## src/rtl/pk_t1_unpack_ctrl.sv

```systemverilog
// rtl/pk_t1_unpack_ctrl.sv - public-key decode sequencer: latches rho, streams 10-bit t1 coefficients
module pk_t1_unpack_ctrl #(
    parameter int K         = 4,
    parameter int COEF_W    = 10,
    parameter int RHO_BYTES = 32,
    localparam int PW       = (K > 1) ? $clog2(K) : 1
) (
    input  logic                   clk,
    input  logic                   reset,
    input  logic                   start,
    output logic                   busy,
    output logic                   done,
    input  logic [7:0]             in_byte,
    input  logic                   in_valid,
    output logic                   in_ready,
    output logic [8*RHO_BYTES-1:0] rho,
    output logic                   rho_valid,
    output logic [COEF_W-1:0]      coef,
    output logic                   coef_valid,
    input  logic                   coef_ready,
    output logic [PW-1:0]          coef_poly,
    output logic [7:0]             coef_idx,
    output logic                   coef_last
);

    // Byte counter only has to reach RHO_BYTES-1.
    localparam int BW    = (RHO_BYTES > 1) ? $clog2(RHO_BYTES) : 1;
    // Worst case fill is 9 leftover bits + 8 new bits = 17, so 18 bits of buffer.
    localparam int BUF_W = 18;
    localparam int CNT_W = 5;

    typedef enum logic [1:0] {
        S_IDLE = 2'd0,
        S_RHO  = 2'd1,
        S_T1   = 2'd2,
        S_DONE = 2'd3
    } state_t;

    state_t                 state_q;
    logic [BW-1:0]          bcnt_q;
    logic [BUF_W-1:0]       bitbuf_q, bitbuf_d;
    logic [CNT_W-1:0]       cnt_q, cnt_d;
    logic [PW-1:0]          poly_q;
    logic [7:0]             idx_q;
    logic [8*RHO_BYTES-1:0] rho_q;
    logic                   rho_valid_q;
    logic                   done_q;

    logic in_hs;
    logic out_hs;
    logic last_coef;

    // Handshake qualifiers decoded from registered state; input and output
    // sides are mutually exclusive in T1 because they split on cnt >= 10.
    always_comb begin
        in_ready   = (state_q == S_RHO) ||
                     ((state_q == S_T1) && (cnt_q < CNT_W'(COEF_W)));
        coef_valid = (state_q == S_T1) && (cnt_q >= CNT_W'(COEF_W));
        in_hs      = in_valid & in_ready;
        out_hs     = coef_valid & coef_ready;
        last_coef  = (idx_q == 8'hFF) && (poly_q == PW'(K - 1));
    end

    // Bit buffer next state: append a byte above the current fill, or drop one coefficient.
    always_comb begin
        bitbuf_d = bitbuf_q;
        cnt_d    = cnt_q;
        if (state_q == S_T1) begin
            if (in_hs) begin
                bitbuf_d = bitbuf_q | (BUF_W'(in_byte) << cnt_q);
                cnt_d    = cnt_q + CNT_W'(8);
            end else if (out_hs) begin
                bitbuf_d = bitbuf_q >> COEF_W;
                cnt_d    = cnt_q - CNT_W'(COEF_W);
            end
        end
    end

    // Sequencer: rho capture, t1 unpack bookkeeping and the done pulse.
    always_ff @(posedge clk) begin
        if (reset) begin
            state_q     <= S_IDLE;
            bcnt_q      <= '0;
            bitbuf_q    <= '0;
            cnt_q       <= '0;
            poly_q      <= '0;
            idx_q       <= '0;
            rho_q       <= '0;
            rho_valid_q <= 1'b0;
            done_q      <= 1'b0;
        end else begin
            done_q <= 1'b0;
            case (state_q)
                S_IDLE: begin
                    if (start) begin
                        state_q <= S_RHO;
                        bcnt_q  <= '0;
                    end
                end
                S_RHO: begin
                    if (in_hs) begin
                        for (int i = 0; i < RHO_BYTES; i++) begin
                            if (bcnt_q == BW'(i)) begin
                                rho_q[8*i +: 8] <= in_byte;
                            end
                        end
                        if (bcnt_q == BW'(RHO_BYTES - 1)) begin
                            rho_valid_q <= 1'b1;
                            bcnt_q      <= '0;
                            bitbuf_q    <= '0;
                            cnt_q       <= '0;
                            poly_q      <= '0;
                            idx_q       <= '0;
                            state_q     <= S_T1;
                        end else begin
                            bcnt_q <= bcnt_q + BW'(1);
                        end
                    end
                end
                S_T1: begin
                    bitbuf_q <= bitbuf_d;
                    cnt_q    <= cnt_d;
                    if (out_hs) begin
                        if (last_coef) begin
                            poly_q  <= '0;
                            idx_q   <= '0;
                            done_q  <= 1'b1;
                            state_q <= S_DONE;
                        end else if (idx_q == 8'hFF) begin
                            idx_q  <= '0;
                            poly_q <= poly_q + PW'(1);
                        end else begin
                            idx_q <= idx_q + 8'd1;
                        end
                    end
                end
                S_DONE: begin
                    if (start) begin
                        rho_valid_q <= 1'b0;
                        bcnt_q      <= '0;
                        state_q     <= S_RHO;
                    end
                end
                default: state_q <= S_IDLE;
            endcase
        end
    end

    assign busy      = (state_q == S_RHO) || (state_q == S_T1);
    assign done      = done_q;
    assign rho       = rho_q;
    assign rho_valid = rho_valid_q;
    assign coef      = bitbuf_q[COEF_W-1:0];
    assign coef_poly = poly_q;
    assign coef_idx  = idx_q;
    assign coef_last = coef_valid & last_coef;

endmodule

```

## config.mk

```make
export PLATFORM = sky130hd
export DESIGN_NAME = pk_t1_unpack_ctrl
export DESIGN_NICKNAME = d
export VERILOG_FILES = /design/src/rtl/pk_t1_unpack_ctrl.sv
export SDC_FILE = /design/constraint.sdc
export NUM_CORES = 1
export LEC_CHECK = 0
export CORE_UTILIZATION = 49
export DETAILED_ROUTE_END_ITERATION = 10
export PLACE_DENSITY = 0.79
export SYNTH_ARGS = -nofsm -noshare
export SYNTH_HDL_FRONTEND = slang
export SYNTH_SLANG_ARGS = --single-unit
```

## constraint.sdc

```tcl
create_clock -name clk -period 2.7 [get_ports clk]
set_input_delay 0.81 -clock clk [delete_from_list [all_inputs] [get_ports clk]]
set_output_delay 0.81 -clock clk [all_outputs]
set_load 0.01 [all_outputs]
```

# Word-level counts from Yosys, hierarchy flattened

Index checks and enable logic that the tools add are counted.

Flip-flop bits (word level): 298
Output and inout bits: 282
Word-level logic and storage cells: 185

Shift-type cells: 1
$add $sub $neg: 5
Bitwise logic cells: 6
Equality and inequality tests: 44
Reductions and logical operators: 50
Order comparisons: 2
Mux-type cells: 37

Operator list:

| cell                                                             | number |
|---|---|
| 3-bit AND reduction                                              | 33 |
| 5-bit == test (second input constant)                            | 16 |
| 18-bit two-way mux                                               | 4 |
| 5-bit by 4-bit == test with 1-bit output (second input constant) | 8 |
| 8-bit two-way mux                                                | 5 |
| 18-bit case mux with 2 select lines                              | 1 |
| 5-bit two-way mux                                                | 7 |
| 5-bit by 3-bit == test with 1-bit output (second input constant) | 4 |
| 2-bit two-way mux                                                | 10 |
| 5-bit case mux with 2 select lines                               | 2 |
| 18-bit bitwise OR                                                | 1 |
| 8-bit by 5-bit << shifter with 18-bit output                     | 1 |
| 8-bit case mux with 2 select lines                               | 1 |
| 4-bit AND reduction                                              | 3 |
| 5-bit by 2-bit == test with 1-bit output (second input constant) | 2 |
| 2-bit != test (second input constant)                            | 5 |
| 5-bit AND reduction                                              | 2 |
| 8-bit by 1-bit adder with 8-bit output (second input constant)   | 1 |
| 8-bit == test (second input constant)                            | 1 |
| 2-bit == test (second input constant)                            | 3 |
| 3-bit != test (second input constant)                            | 2 |
| 2-bit case mux with 3 select lines                               | 1 |
| 2-bit nonzero test                                               | 3 |
| 5-bit by 1-bit adder with 5-bit output (second input constant)   | 1 |
| other kinds (19)                                                 | 28 |

# Logic depth before layout (Yosys ltp)

Gate-level depths: netlist of the first run.

Depth in word-level cells: 6
Mapped depth: 11
Gate-level depth less buffers: 8

# Worst setup path before layout of the first run

Ideal clock, no wire load.

Kind: reg2out
Start: register cnt_q[1]
End: output coef_last
Data arrival time: 1.623 ns
Buffers on the path: 2
Stages on the path, launching flop included: 8
Slack: 0.267 ns
Cell sequence: dfxtp_1 -> buf_2 -> buf_2 -> inv_2 -> ha_1 -> nor2b_1 -> nor3_1 -> nor3_1

Longest elaborated chain between the ends: 3

Ends and longest elaborated chain:

| element                                                      | line | text |
|---|---|---|
| start: declaration                                           | 42   | `logic [CNT_W-1:0] cnt_q, cnt_d;` |
| start signal: assignment                                     | 122  | `cnt_q <= cnt_d;` |
| 5-bit by 4-bit greater-or-equal comparator with 1-bit output | 58   | `coef_valid = (state_q == S_T1) && (cnt_q >= CNT_W'(COEF_W));` |
| 1-bit logical AND                                            | 58   |  |
| 1-bit AND                                                    | 156  | `assign coef_last = coef_valid & last_coef;` |
| end: declaration                                             | 23   | `output logic coef_last` |

Every way passes these cells.

# Worst setup path after layout of the first run

Start: register cnt_q[2]
End: output coef_valid

Longest elaborated chain between the ends: 2

Ends and longest elaborated chain:

| element                                                      | line | text |
|---|---|---|
| 5-bit by 4-bit greater-or-equal comparator with 1-bit output | 58   |  |
| 1-bit logical AND                                            | 58   |  |
| end: declaration                                             | 19   | `output logic coef_valid,` |

Every way passes these cells.

==> results.md, run 1 <==
Cells and area:
- At the end of the flow the core is filled with cells to 69.1%.
- The repair_antennas step left the layout with diodes totalling 0.
- The synthesis-to-layout area growth is 37.9%.
- The final net count is 1537.
- The share of final-layout standard cells stronger than drive strength 1 is 11.1%.

Detailed routing:
- The routed length per placed instance is 18.7 um.
- Using the TritonRoute via totals, the vias-per-cell ratio works out to 5.29.
- The remaining number of nets flagged by the antenna check after routing is 0.
- The detailed router finished its first iteration with 623 violations.
- The total number of vias is 9805.
- Summed over all layers, the routed wires come to 34700 um.
- In the routed design, unresolved DRC markers number 0.
- For this run, the detailed router's first-pass iteration total came to 5.

Global routing:
- Summed over all layers, the global routing overflow is 0.
- The pin count of the biggest net entering global routing is 158.
- The global-route usage over all layers is 27.5%.
- Global routing consumed, on the met2 layer, 45.7% of the routing resources.
- The initial antenna violation count came to 0.
- The met3 capacity usage during global routing is 7.49%.
- The via count of the first global-routing pass was 9659.
- The wire length of the first global-routing pass is 52800 um.
- Global routing used 33.8% of the available met1 tracks.
- The peak-usage layer in the global routing report is met2.

Clock tree:
- CTS placed an instance of clkbuf_16 at the clock tree root.
- At the later pin of the worst-skew pair, clock insertion delay measures 560 ps.
- Clock tree synthesis inserted a total of 30 buffers.
- Buffers inserted to repair hold after CTS numbered 0.
- Clock tree synthesis found a total of 297 sinks.
- After clock tree synthesis, the clock-pin slew on the worst setup and hold paths is 60 ps.
- The H-tree level count is 1.
- The number of buffers between clock root and the deepest sink is 3.
- TritonCTS built the clock tree.

Timing:
- Setup violations remaining at the end of the flow were counted as 0.
- The top achievable clock speed is 0.390 GHz.
- The clock period could shrink to 2570 ps.
- The worst-case setup margin in the final layout is 133 ps.
- The worst max-slew margin expressed relative to the limit is 48.5%.
- The final critical-path share of the clock period is 95.1%.
- Setup repair after global routing left no endpoint under its margin.
- The pin slew with the least headroom to its limit is 773 ps.
- The total count of hold-check failures in the final report came to 0.
- The worst hold slack is 456 ps.
- The worst clock skew on the final layout is 8.62 ps.
- After routing, the total negative slack on setup checks comes to 0 ps.
- The final count of pins violating max slew was 0.

Setup path:
- The critical path launch point type is a register.
- The element type at the critical path end is an output port.
- Among all stages on the critical path, the largest delay is contributed by dfxtp_2.
- The critical path in this run is classified as reg -> out.
- Data on the critical path is required at its endpoint by 1890 ps.
- The critical path goes through buf_6 -> and3b_2 -> nor3_4 -> nor2_1 -> clkbuf_2.
- The data arrival time of the critical path is 1760 ps.
- In this design, the stage delay of the slowest critical-path cell is 340 ps.
- The critical-path maximum fanout is 15.

Power and ir drop:
- The total internal power is 7420 uW.
- Dividing total power by cell area gives a power density of 625 nW/um^2.
- For this design the static power due to leakage is 0.00693 uW.
- The share of total power in the clock network is 39.7%.
- The register share of total power is 44.5%.
- The design draws 10200 uW.
- Combinational logic burns 15.8% of the power.
- Of the total power, the share spent switching nets is 27.3%.
- The switching power is 2780 uW.
- VDD sags by at most 478 uV.

Floorplanning:
- The initial core utilization is 50.2%.
- The row count is 56.
- For this design the top-level I/O count stands at 295.
- The floorplan step defined a die boundary enclosing 24800 sq um.
- In this run the standard cell core region covers 23600 sq um.
- The die height is 157 um.
- From left edge to right edge, the die measures 157 um.

Synth:
- In this run, synthesis inferred 0 flip-flops with an integrated enable.
- The area fraction of the dominant cell type after synthesis is 50.2%.
- The count of distinct cell types in the synthesized netlist is 63.
- Summing every instance area after synthesis gives 11800 sq um.
- Synthesis produced a netlist with a net count of 1247.
- Summed over all instances, the cell type with the most area after synthesis is dfxtp_1.
- The share of the Yosys chip area taken by registers is 50.2%.
- The average instance area after synthesis is 9.71 sq um.
- Of all flip-flops after synthesis, the portion carrying an async set or reset was 0%.
- The synthesis warning total is 0.
- The post-synthesis register bit count is 297.
- Yosys attributes the largest share of cell area to dfxtp_1, mux2i_1, nor2_1, clkbuf_1, nand2_1.
- Synthesis handed over a netlist of 1220 instances.
- The commonest register cell after synthesis is dfxtp_1.

Place:
- At the end of routability-driven placement, the weighted congestion stood at 0.903.
- In this run the tool buffered the top-level ports with 294 buffer cells.
- Summed over all nets, the half-perimeter wirelength after detailed placement is 22800 um.
- Before CTS, the worst setup slack after placement is -81.3 ps.

Outcome:
- The run finished with clean final reports.

Job:
- The count of max-cap constraint violations is 0.

Min path:
- The worst hold-check path type is reg -> reg.
metal layers:
metal	part of all wire, %	vias to the layer above
li1	-	4679
met1	41	4686
met2	47	353
met3	8.3	87
met4	3.4	0
met5	0	-
worst paths after layout:
path	to	slack, ps	from	cells past startpoint
hold reg to reg	bitbuf_q[15]	460	bitbuf_q[15]	2
setup reg to reg	coef_idx[5]	320	bcnt_q[3]	8
setup / recovery	coef_valid	130	cnt_q[2]	5
hold / removal	bitbuf_q[15]	460	bitbuf_q[15]	2
cells by family after synthesis:
kind of cell	after synthesis	synth area share, %
compound gates	108	6.32
xor+xnor	8	0.592
fa+ha+maj	14	1.48
buf+inv	120	4.28
flops	297	50.2
mux	261	22.1
simple gates	412	15.0
cells in the final DEF, fill, tap and decap left out, types with 9 or more instances in the layout:
| cell | instances |
|---|---|
| clkdlybuf4s50_1 | 281 |
| o21ai_0 | 16 |
| buf_2 | 9 |
| a21oi_1 | 37 |
| nand2_1 | 59 |
| buf_4 | 53 |
| ha_1 | 10 |
| inv_1 | 16 |
| clkbuf_16 | 30 |
| nor3_1 | 15 |
| nand3_1 | 10 |
| dfxtp_1 | 292 |
| a211oi_1 | 12 |
| clkinv_2 | 11 |
| nor2_4 | 11 |
| buf_12 | 9 |
| mux2i_1 | 259 |
| nor2_1 | 277 |
repair_timing:
action                                  4_1_cts  5_1_grt
endpoints found under the setup margin        4        3
buffers inserted                              0        1
gates resized for setup                      12       20
pin swaps                                     2        2
synthesized netlist by cell type, types with 11 or more instances:
master / n
a211oi_1: 12
a21oi_1: 37
buf_2: 11
buf_4: 11
clkbuf_1: 76
dfxtp_1: 297
ha_1: 14
inv_1: 16
mux2i_1: 259
nand2_1: 59
nor2_1: 277
nor2_4: 11
nor3_1: 17
o21ai_0: 16
through the flow:
| stage | cells | area, sq um |
|---|---|---|
| detailed placement | 1796 | 15300 |
| finish | 1853 | 16300 |
| floorplan | 1220 | 11800 |
| global placement | 1796 | 15300 |
| CTS | 1852 | 16300 |
| global route | 1853 | 16300 |
sequential cells by signal, indices dropped and copies added, names as in the netlist:
signal	cells
rho	256
bitbuf_q	18
coef_idx	8
bcnt_q	5
cnt_q	4
coef_poly	2
state_q	2
done	1
rho_valid	1
critical path: cells and delay by family, from the launching register on:
family	cells	cell delay, ps
flip-flops	1	340
AND/OR/NAND/NOR	3	550
buffers and inverters	2	300
cell type report:
cell class / instances / area [sq um]
Sequential cell: 297 / 5960
Clock inverter: 16 / 125
Inverter: 21 / 78.8
Multi-Input combinational cell: 803 / 5440
Clock buffer: 40 / 848
Tap cell: 319 / 399
Fill cell: 1813 / 7290
Timing Repair Buffer: 357 / 3480
power groups by stage:
stage                     sequential, uW  combinational [uW]  clock [uW]
after floorplan                     4620                1010           0
after global placement              4630                1560           0
after detailed placement            4630                1580           0
after CTS                           4540                1580        4140
after global routing                4550                1740        4320
final                               4540                1610        4050
Power figures use the tool's default switching activity.
==> inputs of run 2 (changes only) <==
--- a/config.mk
+++ b/config.mk
@@ -7,7 +7,8 @@
 export LEC_CHECK = 0
 export CORE_UTILIZATION = 49
 export DETAILED_ROUTE_END_ITERATION = 10
-export PLACE_DENSITY = 0.79
+export PLACE_DENSITY_LB_ADDON = 0.05
+export SLEW_MARGIN = 40
 export SYNTH_ARGS = -nofsm -noshare
 export SYNTH_HDL_FRONTEND = slang
 export SYNTH_SLANG_ARGS = --single-unit
==> run 2 against run 1 <==
  * Core utilization grew 1.0 points
  * Final cell count grew 0.43%
  * Non-clock buffer count grew 3
  * Via count shrank 0.70%
  * Sequential power is essentially flat
  * Flip-flop and latch count is the same
  * Worst setup slack lost 55 ps
  * Clock power grew 22%
  * Clock skew shrank 1.6 ps
  * Sequential share of layout area shrank 0.58 points
  * Critical endpoint is now in_ready
==> results.md, run 2 (synthesized netlist as in run 1, its figures left out) <==
Clock tree:
- The clock slew at the register clock pins of the worst setup and hold paths was 60 ps (about the same).
- TritonCTS built the clock tree.
- The clock insertion delay at the later pin of the skew report was 510 ps (-50 ps).
- The H-tree level count is 2 (+1).
- The number of clock buffers inserted by TritonCTS is 34 (+13%).
- The number of sinks handled by clock tree synthesis is 297 (unchanged).
- The number of buffers between clock root and the deepest sink is 3 (unchanged).
- The root cell of the clock tree is clkbuf_16.

Setup path:
- The capture instance of the worst register-to-register path is bitbuf_q[9].
- In this run the worst setup path begins at cnt_q[1].
- The critical path's most frequent cell is inv_2.
- The reg2reg setup slack is 360 ps (+40 ps).
- The element type at the critical path end is an output port.
- The worst reg-to-reg path cell count came to 8 (unchanged).
- The data arrival time of the critical path was 1810 ps (+50 ps).
- The critical path launch point type is a register.
- The signal on the critical path passes through inv_2 -> ha_1 -> nand2b_4 -> a31oi_4 -> inv_2 -> dlygate4sd2_1.
- The delay of the slowest critical-path stage is 360 ps (+20 ps).
- The most critical setup path has its endpoint at in_ready.
- The required time reported for the critical path endpoint came to 1890 ps (about the same).
- The master of the slowest instance on the critical path is dfxtp_2.
- In this run the critical register-to-register path is launched from bcnt_q[1].
- The critical path in this run is classified as reg -> out.
- The critical-path maximum fanout is 3 (-12).

Cells and area:
- The synthesis-to-layout area growth is 39.9%.
- The summed area of non-filler cells in the final layout is 16600 sq um (+1.5%).
- The share of final-layout standard cells stronger than drive strength 1 was 10.6% (-0.51 points).
- In the layout the commonest cells are dfxtp_1, clkdlybuf4s50_1, nor2_1, mux2i_1, nand2_1.
- The final net count is 1544 (+0.46%).
- The number of flip-flops under the largest register name was 256 (unchanged).
- The diode insertion count for antenna repair is 0 (unchanged).
- The commonest non-fill, non-tap cell in the layout is dfxtp_1.
- The core occupancy in the finished layout is 70.2% (+1.0 points).
- The number of cells in the finished layout apart from fillers is 1861 (+0.43%).

Floorplanning:
- The full die area is 24800 sq um (unchanged).
- The die height is 157 um (unchanged).
- The core area is 23600 sq um (unchanged).
- The initial core utilization is 50.2% (unchanged).
- The count of pins on the block boundary was 295 (unchanged).
- The floorplan die width is 157 um (unchanged).
- The row count is 56 (unchanged).

Timing:
- The final period demand of the worst path came to 2620 ps (+54.7 ps).
- The total count of hold-check failures in the final report is 0 (unchanged).
- The top achievable clock speed is 0.381 GHz (-2.1%).
- The worst hold slack was 449 ps (-7.34 ps).
- The final setup violation count is 0 (unchanged).
- The final count of pins violating max slew is 0 (unchanged).
- The final critical-path share of the clock period is 97.1% (+2.0 points).
- The pin slew with the least headroom to its limit is 794 ps (+20.8 ps).
- The worst clock skew on the final layout was 7.03 ps (-1.60 ps).
- The worst max-slew margin expressed relative to the limit came to 47.1% (-1.4 points).

Place:
- The placer congestion estimate is 0.900 (-0.40%).
- The number of port buffers is 294 (unchanged).
- The cell area reported after detailed placement is 15300 sq um (about the same).
- The total half-perimeter wirelength after legalization and detailed placement is 23300 um (+2.5%).
- The number of cells after detailed placement is 1799 (+0.17%).

Detailed routing:
- The average vias per placed instance was 5.23 (-1.1%).
- The DRC violation count after routing was 0 (unchanged).
- The violation count after the first detailed-route iteration was 632 (+1.4%).
- The routed length per placed instance came to 19.0 um (+1.3%).
- The total number of vias is 9736 (-0.70%).
- The final wirelength is 35300 um (+1.7%).
- The total iterations of the first detailed-routing run is 7 (+2).
- The remaining number of nets flagged by the antenna check after routing is 0 (unchanged).

Global routing:
- The via count of the first global-routing pass is 9204 (-4.7%).
- The global-route usage over all layers was 27.9% (+0.38 points).
- The global-route congestion overflow total is 0 (unchanged).
- The pin count of the biggest net entering global routing is 108 (-32%).
- The initial antenna violation count is 0 (unchanged).
- The wire length of the first global-routing pass is 52900 um (+0.18%).

Power and ir drop:
- The cell area power density came to 670 nW/um^2 (+7.3%).
- The leakage component of the power is 0.00706 uW (+1.9%).
- The worst IR drop on VDD is 503 uV (+5.1%).

Min path:
- The tightest min-delay check is of the reg -> reg type.

Outcome:
- The run finished with clean final reports.

Job:
- The count of max-cap constraint violations is 0 (unchanged).
==> run 2: changes by cell type in the layout (fill, tap and decap cells not counted), moves of 3 or more <==
cell       before  now
clkinv_2       11    2
bufinv_16       1    6
dfxtp_1       292  295
clkbuf_1        4    9
buf_4          53   56
ha_1           10   13
clkbuf_16      30   35
==> run 2: worst max-delay path: cells and delay by family, from the launching register on <==
| family | cells | cell delay (ps) |
|---|---|---|
| flops | 1 | 360 |
| simple gates | 1 | 160 |
| compound gates | 1 | 160 |
| buf+inv | 3 | 400 |
| fa+ha+maj | 1 | 230 |
==> run 2: final cells by class <==
cell class / instances / area [sq um]
clock buffers: 51 / 1010
clock inverters: 10 / 206
fillers: 1904 / 7050
inverters: 21 / 78.8
multi-input cells: 803 / 5420
flip-flops and latches: 297 / 5950
well taps: 319 / 399
repair buffers: 360 / 3500
==> run 2: metrics by stage <==
stage / setup TNS, ps / setup slack [ps] / total power [uW]
5_1_grt: -1.82 / -1.82 / 11500
6_report: 0 / 78.0 / 11100
2_1_floorplan: 0 / 267 / 5630
3_5_place_dp: 0 / 0.748 / 6220
3_3_place_gp: 0 / 44.5 / 6220
4_1_cts: 0 / 27.3 / 11200
==> run 2: routing by layer <==
metal	track usage, %	share of wire, %	routed length, um	vias up
li1	-	-	-	4704
met1	35.1	42	14900	4630
met2	45.4	47	16500	336
met3	8.15	8.3	2940	66
met4	9.48	2.8	989	0
met5	0	0	0	-
==> run 2: where the power goes <==
group	total [uW]	leakage, uW	internal (uW)	switching [uW]
logic	1640	0.00408	654	985
clock network	4930	0.000590	3150	1780
registers	4530	0.00239	4470	60.2
total	11100	0.00706	8280	2830
==> run 2: how the worst min path moves through the flow <==
stage	startpoint	slack (ps)	cells after the start	endpoint
after CTS	bitbuf_q[2]	450	2	bitbuf_q[2]
after global placement	bitbuf_q[3]	430	2	bitbuf_q[3]
final	bitbuf_q[2]	450	2	bitbuf_q[2]
after floorplan	bitbuf_q[2]	420	2	bitbuf_q[2]
after detailed placement	bitbuf_q[2]	440	2	bitbuf_q[2]
after global routing	bitbuf_q[2]	470	2	bitbuf_q[2]
==> run 2: timing repair <==
action                                  4_1_cts  5_1_grt
pin swaps                                     1        0
endpoints found under the setup margin        4        2
setup buffers                                 0        1
hold buffers                                  0        0
resized for setup                            14        4
==> patch (flow settings as in run 1) <==
Change the parameter `COEF_W` from 10 to 12.
--- a/src/rtl/pk_t1_unpack_ctrl.sv
+++ b/src/rtl/pk_t1_unpack_ctrl.sv
@@ -3,3 +3,3 @@
     parameter int K         = 4,
-    parameter int COEF_W    = 10,
+    parameter int COEF_W    = 12,
     parameter int RHO_BYTES = 32,
Interface: changed (resized coef); port bits go from 295 to 297. No check against the original RTL was run, so the function may have changed too.
==> patch against run 1 <==
- die area fell by 3.3%
- largest cell class unchanged
- count of clock-buffer cells in the layout rose by 4
- clock skew rose by 0.0030 ns
- critical endpoint is now coef_last
- area after synthesis fell by 3.3%
- worst setup slack got worse by 0.040 ns
- sequential cell count fell by 1
- total power fell by 8.4%
- first-iteration DRC count fell by 21%
- final area fell by 1.9%
- routed wire length fell by 4.5%
==> patch: results (changes against run 1) <==
async_flop_share: 0  # unchanged
grt_use_total: 0.270  # was 0.275
r2r_slack_ns: 0.27  # was 0.32 ns
fillers: 1758  # was 1813
max_stage_delay_ns: 0.32  # was 0.34 ns
antenna_found_initial: 1  # was 0
crit_slowest_cell: "dfxtp_1"  # was dfxtp_2
fin_nets: 1496  # was 1537
drive_gt1_frac: 0.113  # was 0.111
vdd_drop_max_uv: 633  # was 478 µV
vias: 9455  # was 9805
ys_top_cells_by_area: "dfxtp_1, mux2i_1, nor2_1"  # unchanged
placed_cell_area_um2: 15000  # was 15300 µm²
p_int_w: 0.00704  # was 0.00742 W
largest_reg_flops: 256  # unchanged
crit_end: "coef_last"  # was coef_valid
tightest_slew_ns: 0.690  # was 0.773 ns
synth_seq_area_share: 0.517  # was 0.502
wl_met3_um: 2600  # was 2880 µm
skew_ns: 0.0117  # was 0.00862 ns
rr_worst_depth: 8  # unchanged
overflow: 0  # unchanged
synth.net_count: 1196  # was 1247
grt_util_met2: 0.453  # was 0.457
firstDrtPassIters: 5  # unchanged
top_layer_used: "met4"  # unchanged
r2r-start: "bcnt_q[1]$_SDFFE_PP0P_"  # was bcnt_q[3]$_SDFFE_PP0P_
grt_pass1_vias: 9096  # was 9659
status: "finished, final reports clean"  # unchanged
hold_end: "rho[248]$_SDFFE_PP0P_"  # was bitbuf_q[15]$_SDFFE_PP0P_
use_met1: 0.341  # was 0.338
io_buffer_count: 296  # was 294
hp-start: "rho[248]$_SDFFE_PP0P_"  # was bitbuf_q[15]$_SDFFE_PP0P_
gp_congestion: 0.883  # was 0.903
hold_depth: 2  # unchanged
htreeDepth: 1  # unchanged
cts_buffers: 30  # unchanged
wire_per_inst_um: 18.4  # was 18.7 µm
critical-path-top-delay-family: "adder cells"  # was simple AND/OR/NAND/NOR gates
drt_iter0_markers: 491  # was 623
critPathMaxFanout: 2  # was 15
arrival_ns: 1.80  # was 1.76 ns
use_met3: 0.0694  # was 0.0749
hpwl_um: 22100  # was 22800 µm
p_leak_nw: 6.85  # was 6.93 nW
synthTopCellsByCount: "dfxtp_1, nor2_1, mux2i_1"  # unchanged
grt_start_max_net_pins: 118  # was 158
grt_first_pass_wirelength_um: 51000  # was 52800 µm
wl_met1_um: 14000  # was 14400 µm
routed-wl-met2_um: 15800  # was 16300 µm
reg2reg_to: "bitbuf_q[2]$_SDFFE_PP0P_"  # was coef_idx[5]$_SDFFE_PP0P_
yosysUniqueCellTypes: 57  # was 63
patch: cell count changes in the layout (fill, tap and decap cells not counted), sizes merged, moves of 8 or more:
cell	before	now
inv	21	10
nand2	61	52
mux2i	259	251
clkinv	13	4
patch: per-stage QoR:
stage                     setup WS (ns)  hold WS (ns)  std cells
after floorplan                   0.311         0.436       1168
after global placement         -0.00361         0.442       1745
after detailed placement        -0.0377         0.448       1745
after CTS                       -0.0481         0.456       1797
after global routing             0.0205         0.488       1799
final                            0.0928         0.455       1799
patch: power by group through the flow:
stage / sequential, W / combinational [W] / clock (W)
floorplan: 0.00453 / 0.000594 / 0
finish: 0.00444 / 0.000990 / 0.00392
detailed placement: 0.00453 / 0.000964 / 0
CTS: 0.00444 / 0.000976 / 0.00398
global placement: 0.00453 / 0.000955 / 0
global route: 0.00444 / 0.00107 / 0.00417
patch: kinds of logic after synthesis:
kind of cell	share of synthesized area
adders and majority gates	0.0164
buffers and inverters	0.0401
muxes	0.223
DFF	0.517
AOI/OAI and AO/OA	0.0486
and+or+nand+nor	0.154
patch: final cells by class:
cell class / count / area (µm²) / area share
clock inverter: 5 / 31.3 / 0.00195
multi-input combinational: 766 / 5100 / 0.319
clock buffer: 44 / 895 / 0.0558
sequential: 296 / 5930 / 0.370
antenna: 1 / 2.50 / 0.000156
tap: 313 / 392 / 0.0244
timing repair buffer: 364 / 3620 / 0.226
inverter: 10 / 38.8 / 0.00242
patch: repair_timing:
item | CTS | global route
endpoints found under the hold margin | 0 | 0
buffers inserted | 3 | 1
gates resized for setup | 13 | 11
endpoints found under the setup margin | 4 | 4
pin swaps | 2 | 1
